<file path="config.mk">
export PLATFORM = sky130hd
export DESIGN_NAME = led_breather
export DESIGN_NICKNAME = d
export VERILOG_FILES = /design/src/rtl/led_breather_pkg.sv /design/src/rtl/led_breather_pwm_gen.sv /design/src/rtl/led_breather.sv
export SDC_FILE = /design/constraint.sdc
export NUM_CORES = 1
export LEC_CHECK = 0
export ABC_AREA = 1
export CAP_MARGIN = 20
export CORE_UTILIZATION = 51
export DETAILED_ROUTE_END_ITERATION = 7
export PLACE_DENSITY = 0.74
export SLEW_MARGIN = 20
export SYNTH_ARGS = -nofsm -noshare
export SYNTH_HDL_FRONTEND = slang
export SYNTH_SLANG_ARGS = --single-unit
</file>
<file path="constraint.sdc">
create_clock -name CLK -period 2.3 [get_ports CLK]
set_input_delay 0.23 -clock CLK [delete_from_list [all_inputs] [get_ports CLK]]
set_output_delay 0.23 -clock CLK [all_outputs]
set_load 0.05 [all_outputs]
</file>
<file path="src/rtl/led_breather_pkg.sv">
// led_breather_pkg: shared types and helpers for the LED breather.
//   state_e : ramp FSM state encoding (exported on the STATE port)
//   gamma() : squared-level perceptual correction, used only when the
//             LED_BREATHER_GAMMA_EN macro is defined
package led_breather_pkg;

    typedef enum logic [2:0] {
        IDLE    = 3'd0,
        RISE    = 3'd1,
        HOLD_HI = 3'd2,
        FALL    = 3'd3,
        HOLD_LO = 3'd4
    } state_e;

    // Hold counter width; covers HOLD_TICKS up to 255.
    localparam int unsigned HOLD_W = 8;

    // (level*level) >> width from a full-width product; supports width <= 16.
    function automatic logic [15:0] gamma(input logic [15:0] level,
                                          input int unsigned width);
        logic [31:0] sq;
        sq = level * level;
        return 16'(sq >> width);
    endfunction

endpackage

</file>
<file path="src/rtl/led_breather_pwm_gen.sv">
// pwm_gen: free-running PWM generator with a period-aligned duty shadow.
//   clk, rst_n : clock, asynchronous active-low reset
//   compare    : requested duty, sampled only when the counter is at MAX
//   clear      : forces the shadow duty to 0 at once (bypasses the shadow)
//   o          : registered PWM output, o = (pwm_cnt < duty_active)
module pwm_gen #(
    parameter int WIDTH = 8
) (
    input  logic             clk,
    input  logic             rst_n,
    input  logic [WIDTH-1:0] compare,
    input  logic             clear,
    output logic             o
);

    localparam logic [WIDTH-1:0] MAX = '1;

    logic [WIDTH-1:0] pwm_cnt;
    logic [WIDTH-1:0] duty_active;

    always_ff @(posedge clk or negedge rst_n) begin
        if (!rst_n) begin
            pwm_cnt     <= '0;
            duty_active <= '0;
            o           <= 1'b0;
        end else begin
            pwm_cnt <= pwm_cnt + 1'b1;
            // Loading on the MAX cycle makes the new duty start cleanly
            // with the period beginning at pwm_cnt == 0.
            if (clear)
                duty_active <= '0;
            else if (pwm_cnt == MAX)
                duty_active <= compare;
            o <= (pwm_cnt < duty_active);
        end
    end

endmodule

</file>
<file path="src/rtl/led_breather.sv">
// led_breather: breathing-LED PWM driven by a slow tick time base.
//   CLK, RESETB : clock, asynchronous active-low reset
//   TICK        : one-cycle time-base pulse; each high cycle is one tick
//   EN          : level enable; low forces IDLE and clears the PWM duty
//   O           : registered PWM output to the LED pad
//   LEVEL       : current ramp duty (before gamma / shadowing)
//   STATE       : current FSM state (led_breather_pkg::state_e)
// Build option: define LED_BREATHER_GAMMA_EN to load (LEVEL^2 >> WIDTH)
// into the PWM instead of LEVEL.
module led_breather
    import led_breather_pkg::*;
#(
    parameter int WIDTH      = 8,
    parameter int HOLD_TICKS = 4
) (
    input  logic             CLK,
    input  logic             RESETB,
    input  logic             TICK,
    input  logic             EN,
    output logic             O,
    output logic [WIDTH-1:0] LEVEL,
    output logic [2:0]       STATE
);

    localparam logic [WIDTH-1:0]  MAX       = '1;
    localparam logic [WIDTH-1:0]  ONE       = WIDTH'(1);
    localparam logic [HOLD_W-1:0] HOLD_LAST = HOLD_W'(HOLD_TICKS - 1);

    state_e             state, state_next;
    logic [WIDTH-1:0]   level, level_next;
    logic [HOLD_W-1:0]  hold_cnt, hold_next;
    logic [WIDTH-1:0]   compare;

    // State register (with LEVEL and hold counter)
    always_ff @(posedge CLK or negedge RESETB) begin
        if (!RESETB) begin
            state    <= IDLE;
            level    <= '0;
            hold_cnt <= '0;
        end else begin
            state    <= state_next;
            level    <= level_next;
            hold_cnt <= hold_next;
        end
    end

    // Next-state logic; the boundary tests on the pre-update value keep
    // LEVEL from ever stepping past MAX or below 0.
    always_comb begin
        state_next = state;
        level_next = level;
        hold_next  = hold_cnt;
        if (!EN) begin
            state_next = IDLE;
            level_next = '0;
            hold_next  = '0;
        end else begin
            unique case (state)
                IDLE: begin
                    state_next = RISE;
                    level_next = '0;
                    hold_next  = '0;
                end
                RISE: if (TICK) begin
                    level_next = level + 1'b1;
                    if (level == MAX - ONE) begin
                        state_next = HOLD_HI;
                        hold_next  = '0;
                    end
                end
                HOLD_HI: if (TICK) begin
                    if (hold_cnt == HOLD_LAST) begin
                        state_next = FALL;
                        hold_next  = '0;
                    end else begin
                        hold_next = hold_cnt + 1'b1;
                    end
                end
                FALL: if (TICK) begin
                    level_next = level - 1'b1;
                    if (level == ONE) begin
                        state_next = HOLD_LO;
                        hold_next  = '0;
                    end
                end
                HOLD_LO: if (TICK) begin
                    if (hold_cnt == HOLD_LAST) begin
                        state_next = RISE;
                        hold_next  = '0;
                    end else begin
                        hold_next = hold_cnt + 1'b1;
                    end
                end
                default: begin
                    state_next = IDLE;
                    level_next = '0;
                    hold_next  = '0;
                end
            endcase
        end
    end

    // Output logic
    always_comb begin
        STATE = state;
        LEVEL = level;
    end

`ifdef LED_BREATHER_GAMMA_EN
    always_comb compare = WIDTH'(gamma(16'(level), WIDTH));
`else
    always_comb compare = level;
`endif

    pwm_gen #(.WIDTH(WIDTH)) u_pwm (
        .clk     (CLK),
        .rst_n   (RESETB),
        .compare (compare),
        .clear   (~EN),
        .o       (O)
    );

endmodule

</file>
==> summary.txt, run 1 <==
Synthesis
  – Largest family of logic cells by synthesized area: simple AND/OR/NAND/NOR gates
  – Yosys top cell area share: 37.83%
  – YS warnings: 0
  – Sequential-to-total area share from yosys stat: 37.83%
  – Number of flops mapped to enable cells by yosys: 0
  – Simple logic cell fraction of the synthesized area: 32.37%
  – Cell variety after synth: 31
  – Synth Flop Type: dfrtp_1
  – Synth Area in Adders: 6.831%
  – Register bit total from synthesis: 36
  – Synth Net Count: 330
  – Multiplexer share of the synthesized area: 0%
  – Mapped Cells: 313
  – Synth area leaders: dfrtp_1 38%, nand2_1 13%, ha_1 6.8%
  – Post-Syn Area per Cell: 7.607 µm²
  – Post-synthesis xor/xnor area fraction: 3.311%
  – Yosys top cell by area: dfrtp_1
  – Post-Syn Area: 0.002381 mm²
  – Compound-Gate Fraction of Synth Area: 10.77%
  – Synth async-reset ratio: 100.0%

Global routing
  – Largest net degree at the start of global routing: 37
  – GRT overflow: 0
  – First-pass GRT wire length: 8473 µm
  – GRT Total Usage: 21.57%
  – Number of global-route vias before repair: 1816
  – Initial antenna violation count: 0

Floorplan
  – Die Ht: 70.33 µm
  – Core Box Area: 0.004414 mm²
  – I/O pin count: 16
  – DIE WIDTH: 70.33 µm
  – Starting Density: 53.94%
  – FP Rows: 24
  – Die area: 0.004946 mm²

STA
  – Slew margin rel.: 48.15%
  – Final Skew: 0.003732 ns
  – Fmax: 0.5000 GHz
  – Final min period: 2.000 ns
  – Hold Fails Final Rpt: 0
  – Setup tns final: 0 ns
  – Fin crit share: 86.96%
  – Setup-failing EPs final: 0
  – Max-slew violation count: 0
  – RSZ-0062 raised after global routing: no
  – Hold Slack: 0.02099 ns
  – Worst slew pin tran: 0.7778 ns

Power and ir drop
  – P per Cell Area: 856.5 mW/mm²
  – Pwr Total: 2.259 mW
  – VDD IR-drop max: 0.8411 mV
  – Leak: 1.301 nW

Critical path
  – CP arrival: 1.77 ns
  – Crit path kind: reg -> out
  – Worst path slowest cell: clkdlybuf4s50_1
  – Type of origin of the critical path: register
  – RR Startpoint: LEVEL[0]$_DFFE_PN0P_
  – Critical Path Start: LEVEL[2]$_DFFE_PN0P_
  – CP cell instances: clkdlybuf4s50_1
  – Crit path buffers/inverters: 1
  – Largest stage delay, worst path: 0.88 ns
  – Critical-path maximum fanout: 10
  – Crit path capture type: output port
  – Crit path max-delay family: buffers and inverters
  – WP data required: 2.07 ns

Route
  – Initial DRC Count: 116
  – 1st-pass router iterations: 4
  – Routed vias/inst: 5.171
  – Wire per inst: 12.56 µm
  – Final WL: 4787 µm
  – # DRC: 0
  – Vias post-DR: 1970
  – ANT nets after route: 0

Cells and area
  – Multi-input gate area: 0.001269 mm²
  – ANT cells: 0
  – Final nets: 346
  – # fillers: 397
  – Non-filler cells, final: 381
  – Register Area: 900.9 µm²
  – Share of cells above drive strength 1: 13.07%
  – Layout area overhead: 10.77%

Status
  – Status: completed

Clock network
  – CTS resizes: 0
  – Num CTS Buffers: 5
  – Clk Latency, worst-skew pair: 0.29 ns
  – Htree depth: 2
  – Clock root buffer: clkbuf_8
  – CTS tree: done
  – Clock sinks: 36
  – Post-CTS setup buffer count: 0
  – Post-CTS Hold Buffers: 0
  – CTS max path bufs: 2
  – Clock transition at path regs: 0.07 ns

Run
  – Max-cap violations: 0

Placement
  – Dpl cells: 374
  – GP Congestion: 0.8379
  – Port Buffers: 15
  – Post-DP HPWL: 3471 µm

Worst hold path
  – Hold Path Class: in -> async
## layer usage
| layer | part of all wire [%] | GRT usage [%] | up-vias |
|---|---|---|---|
| li1 | - | - | 1040 |
| met1 | 50 | 29.60 | 901 |
| met2 | 46 | 33.97 | 23 |
| met3 | 2.3 | 4.040 | 6 |
| met4 | 1.5 | 7.556 | 0 |
| met5 | 0 | 0 | - |
## final cells by class
type	instances	area share (%)
sequential	36	34.16
tap	52	2.467
timing repair buffer	16	5.787
inverter	41	5.835
clock buffer	7	3.653
multi-input combinational	229	48.10
## cell families (layout without fill, tap and decap cells)
kind of cell / after synthesis / in the layout
flip-flops: 36 / 36
AND/OR/NAND/NOR: 167 / 167
AO/OA/AOI/OAI: 40 / 40
buffers and inverters: 48 / 64
XOR/XNOR: 9 / 9
adder cells (fa/ha/maj): 13 / 13
## where the power goes
group	internal (mW)	total (mW)	switching [mW]
sequential	0.685	0.797	0.112
combinational	0.304	0.979	0.674
clock	0.267	0.484	0.217
## placed cells by master, fill, tap and decap left out, types with 7 or more instances in the layout
cell             synthesis  layout
nand3_1                 28      28
ha_1                    13      13
nand2_2                 10      10
nand2_1                 83      83
clkdlybuf4s50_1          0      14
a21oi_1                  7       7
inv_1                   35      35
nand4_1                 12      12
clkbuf_8                 0       7
dfrtp_1                 36      36
nor2_1                  22      22
o21ai_0                 19      19
## final timing paths
| check | to | slack [ns] | cells after the start |
|---|---|---|---|
| setup / recovery | LEVEL[2] | 0.30 | 1 |
| hold / removal | u_pwm.o$_DFF_PN0_ | 0.02 | 1 |
| setup reg to reg | hold_cnt[7]$_DFFE_PN0P_ | 0.62 | 9 |
| hold reg to reg | u_pwm.pwm_cnt[0]$_DFF_PN0_ | 0.50 | 1 |
| max in group asynchronous | LEVEL[1]$_DFFE_PN0P_ | 1.79 | 1 |
| min in group CLK | u_pwm.pwm_cnt[0]$_DFF_PN0_ | 0.50 | 1 |
## cell usage after synthesis (2+ instances only)
library cell / count
ha_1: 13
nand3_1: 28
nor2_2: 4
clkbuf_1: 2
buf_6: 2
inv_1: 35
xnor2_1: 5
a21oi_1: 7
inv_2: 6
dfrtp_1: 36
nand2_1: 83
nand4_1: 12
o21ai_0: 19
o21ai_2: 6
nor2_1: 22
nor2_4: 3
a21oi_4: 2
nand2_2: 10
o22ai_1: 3
xor2_1: 4
## state kept, by name, indices dropped and copies added, names as in the netlist
signal             count
u_pwm.duty_active      8
hold_cnt               8
STATE                  3
u_pwm.o                1
u_pwm.pwm_cnt          8
LEVEL                  8
## through the flow
stage / util (%) / setup slack (ns) / instance area [µm²]
finish: 59.75 / 0.2999 / 2638
global route: 59.75 / 0.2365 / 2638
CTS: 59.75 / 0.2890 / 2638
detailed placement: 57.57 / 0.6081 / 2541
global placement: 57.57 / 0.6074 / 2541
floorplan: - / 0.5105 / 2381
Note: power is estimated with default switching activity, not from simulation.
==> run 2, diff against run 1 <==
- HOLD_SLACK_MARGIN: default -> 0.06
==> summary.txt, run 2 (synthesis results as in run 1) <==
Clock network
  – Clk Latency, worst-skew pair: 0.29 ns (about the same)
  – CTS resizes: 0 (unchanged)
  – Clock root buffer: clkbuf_8 (unchanged)
  – Clock transition at path regs: 0.07 ns (about the same)
  – CTS max path bufs: 2 (unchanged)
  – Post-CTS Hold Buffers: 1 (was 0)
  – Htree depth: 2 (unchanged)
  – Clock sinks: 36 (unchanged)
  – CTS tree: done (unchanged)
  – Post-CTS setup buffer count: 0 (unchanged)
  – Num CTS Buffers: 5 (unchanged)

Critical path
  – CP cell instances: clkdlybuf4s50_1 (unchanged)
  – Worst path slowest cell: clkdlybuf4s50_1 (unchanged)
  – Critical Path Start: LEVEL[2]$_DFFE_PN0P_ (unchanged)
  – R2r worst-path depth: 9 (unchanged)
  – CP endpoint: LEVEL[2] (unchanged)
  – Crit path max-delay family: buffers and inverters (unchanged)
  – Largest stage delay, worst path: 0.88 ns (about the same)
  – CP arrival: 1.77 ns (about the same)
  – RR Endpoint: hold_cnt[7]$_DFFE_PN0P_ (unchanged)
  – Crit path capture type: output port (unchanged)
  – Crit path kind: reg -> out (unchanged)
  – Reg2Reg Setup Slack: 0.62 ns (about the same)
  – RR Startpoint: LEVEL[0]$_DFFE_PN0P_ (unchanged)
  – Critical-path maximum fanout: 10 (unchanged)
  – WP data required: 2.07 ns (about the same)
  – Crit path buffers/inverters: 1 (unchanged)
  – Type of origin of the critical path: register (unchanged)
  – WP depth: 1 (unchanged)

STA
  – Setup-failing EPs final: 0 (unchanged)
  – Fin crit share: 87.10% (was 86.96%)
  – Final Skew: 0.004228 ns (was 0.003732 ns)
  – Worst slew pin tran: 0.7865 ns (was 0.7778 ns)
  – Fmax: 0.4992 GHz (was 0.5000 GHz)
  – Slew margin rel.: 47.57% (was 48.15%)
  – Final min period: 2.003 ns (was 2.000 ns)
  – Hold Slack: 0.5018 ns (was 0.02099 ns)
  – Max-slew violation count: 0 (unchanged)
  – Setup tns final: 0 ns (unchanged)
  – RSZ-0062 raised after global routing: no (unchanged)
  – Hold Fails Final Rpt: 0 (unchanged)

Route
  – Met2 WL post-DR: 2212 µm (was 2207 µm)
  – Metal3 WL: 83 µm (was 108 µm)
  – Vias post-DR: 1956 (was 1970)
  – Highest routed metal layer: met4 (unchanged)
  – ANT nets after route: 0 (unchanged)
  – Routed vias/inst: 5.120 (was 5.171)
  – Metal-1 WL: 2434 µm (was 2401 µm)
  – Initial DRC Count: 104 (was 116)
  – # DRC: 0 (unchanged)
  – 1st-pass router iterations: 4 (unchanged)
  – Final WL: 4800 µm (was 4787 µm)
  – Wire per inst: 12.57 µm (was 12.56 µm)

Status
  – Status: completed (unchanged)

Cells and area
  – Commonest non-fill, non-tap cell in the layout: nand2_1 (unchanged)
  – Layout area overhead: 11.19% (was 10.77%)
  – ANT cells: 0 (unchanged)
  – # fillers: 396 (was 397)
  – Share of cells above drive strength 1: 13.03% (was 13.07%)
  – Design area: 0.002648 mm² (was 0.002638 mm²)
  – Most frequent cells in the layout: 83 x nand2_1, 36 x dfrtp_1, 35 x inv_1 (unchanged)
  – Final Util: 59.98% (was 59.75%)
  – Final nets: 347 (was 346)

Floorplan
  – I/O pin count: 16 (unchanged)
  – DIE WIDTH: 70.33 µm (unchanged)
  – Core Box Area: 0.004414 mm² (unchanged)
  – FP Rows: 24 (unchanged)
  – Die area: 0.004946 mm² (unchanged)
  – Starting Density: 53.94% (unchanged)
  – Die Ht: 70.33 µm (unchanged)

Placement
  – Post-DP HPWL: 3471 µm (unchanged)
  – DP Area: 0.002541 mm² (unchanged)
  – Port Buffers: 15 (unchanged)
  – GP Congestion: 0.8379 (unchanged)

Worst hold path
  – Hold Path Class: reg -> reg (was in -> async)
  – Hold_sp: u_pwm.pwm_cnt[0]$_DFF_PN0_

Power and ir drop
  – Pwr Total: 2.263 mW (was 2.259 mW)
  – Leak: 1.305 nW (was 1.301 nW)
  – P per Cell Area: 854.9 mW/mm² (was 856.5 mW/mm²)
  – VDD IR-drop max: 0.8413 mV (was 0.8411 mV)

Global routing
  – GRT overflow: 0 (unchanged)
  – First-pass GRT wire length: 8473 µm (unchanged)
  – Initial antenna violation count: 0 (unchanged)
  – Number of global-route vias before repair: 1816 (unchanged)
  – GRT Total Usage: 21.57% (unchanged)
  – Largest net degree at the start of global routing: 37 (unchanged)

Run
  – Max-cap violations: 0 (unchanged)
==> run 2: cell types whose count changed in the layout (fill, tap and decap cells not counted) <==
cell	previous run	this run
dlygate4sd3_1	0	1
==> run 2: worst min path at each step <==
stage	to	slack, ns	depth (start not counted)
floorplan	LEVEL[0]$_DFFE_PN0P_	-0.07	0
global placement	u_pwm.pwm_cnt[5]$_DFF_PN0_	0.36	1
detailed placement	u_pwm.o$_DFF_PN0_	0.37	1
CTS	u_pwm.pwm_cnt[0]$_DFF_PN0_	0.50	1
global route	u_pwm.pwm_cnt[0]$_DFF_PN0_	0.54	1
finish	u_pwm.pwm_cnt[0]$_DFF_PN0_	0.50	1
==> run 2: layout make-up <==
type / count / area [µm²] / share of cell area [%]
timing repair buffer: 17 / 162.7 / 6.144
tap: 52 / 65.06 / 2.457
inverter: 41 / 153.9 / 5.813
sequential: 36 / 900.9 / 34.03
multi-input combinational: 229 / 1269 / 47.92
clock buffer: 7 / 96.34 / 3.639
==> run 2: power breakdown <==
| part | total [mW] | switching (mW) | internal (mW) |
|---|---|---|---|
| logic | 0.981 | 0.676 | 0.305 |
| clock network | 0.484 | 0.218 | 0.267 |
| registers | 0.798 | 0.113 | 0.685 |
| total | 2.26 | 1.01 | 1.26 |
==> run 2: metal layers <==
layer  track usage (%)  up-vias
li1                  -     1041
met1             29.60      896
met2             33.97       13
met3             4.040        6
met4             7.556        0
met5                 0        -
==> run 2: per-stage QoR <==
stage | instances | setup WS [ns]
after global placement | 374 | 0.6074
after floorplan | 313 | 0.5105
after detailed placement | 374 | 0.6081
after CTS | 382 | 0.2890
after global routing | 382 | 0.2365
final | 382 | 0.2966
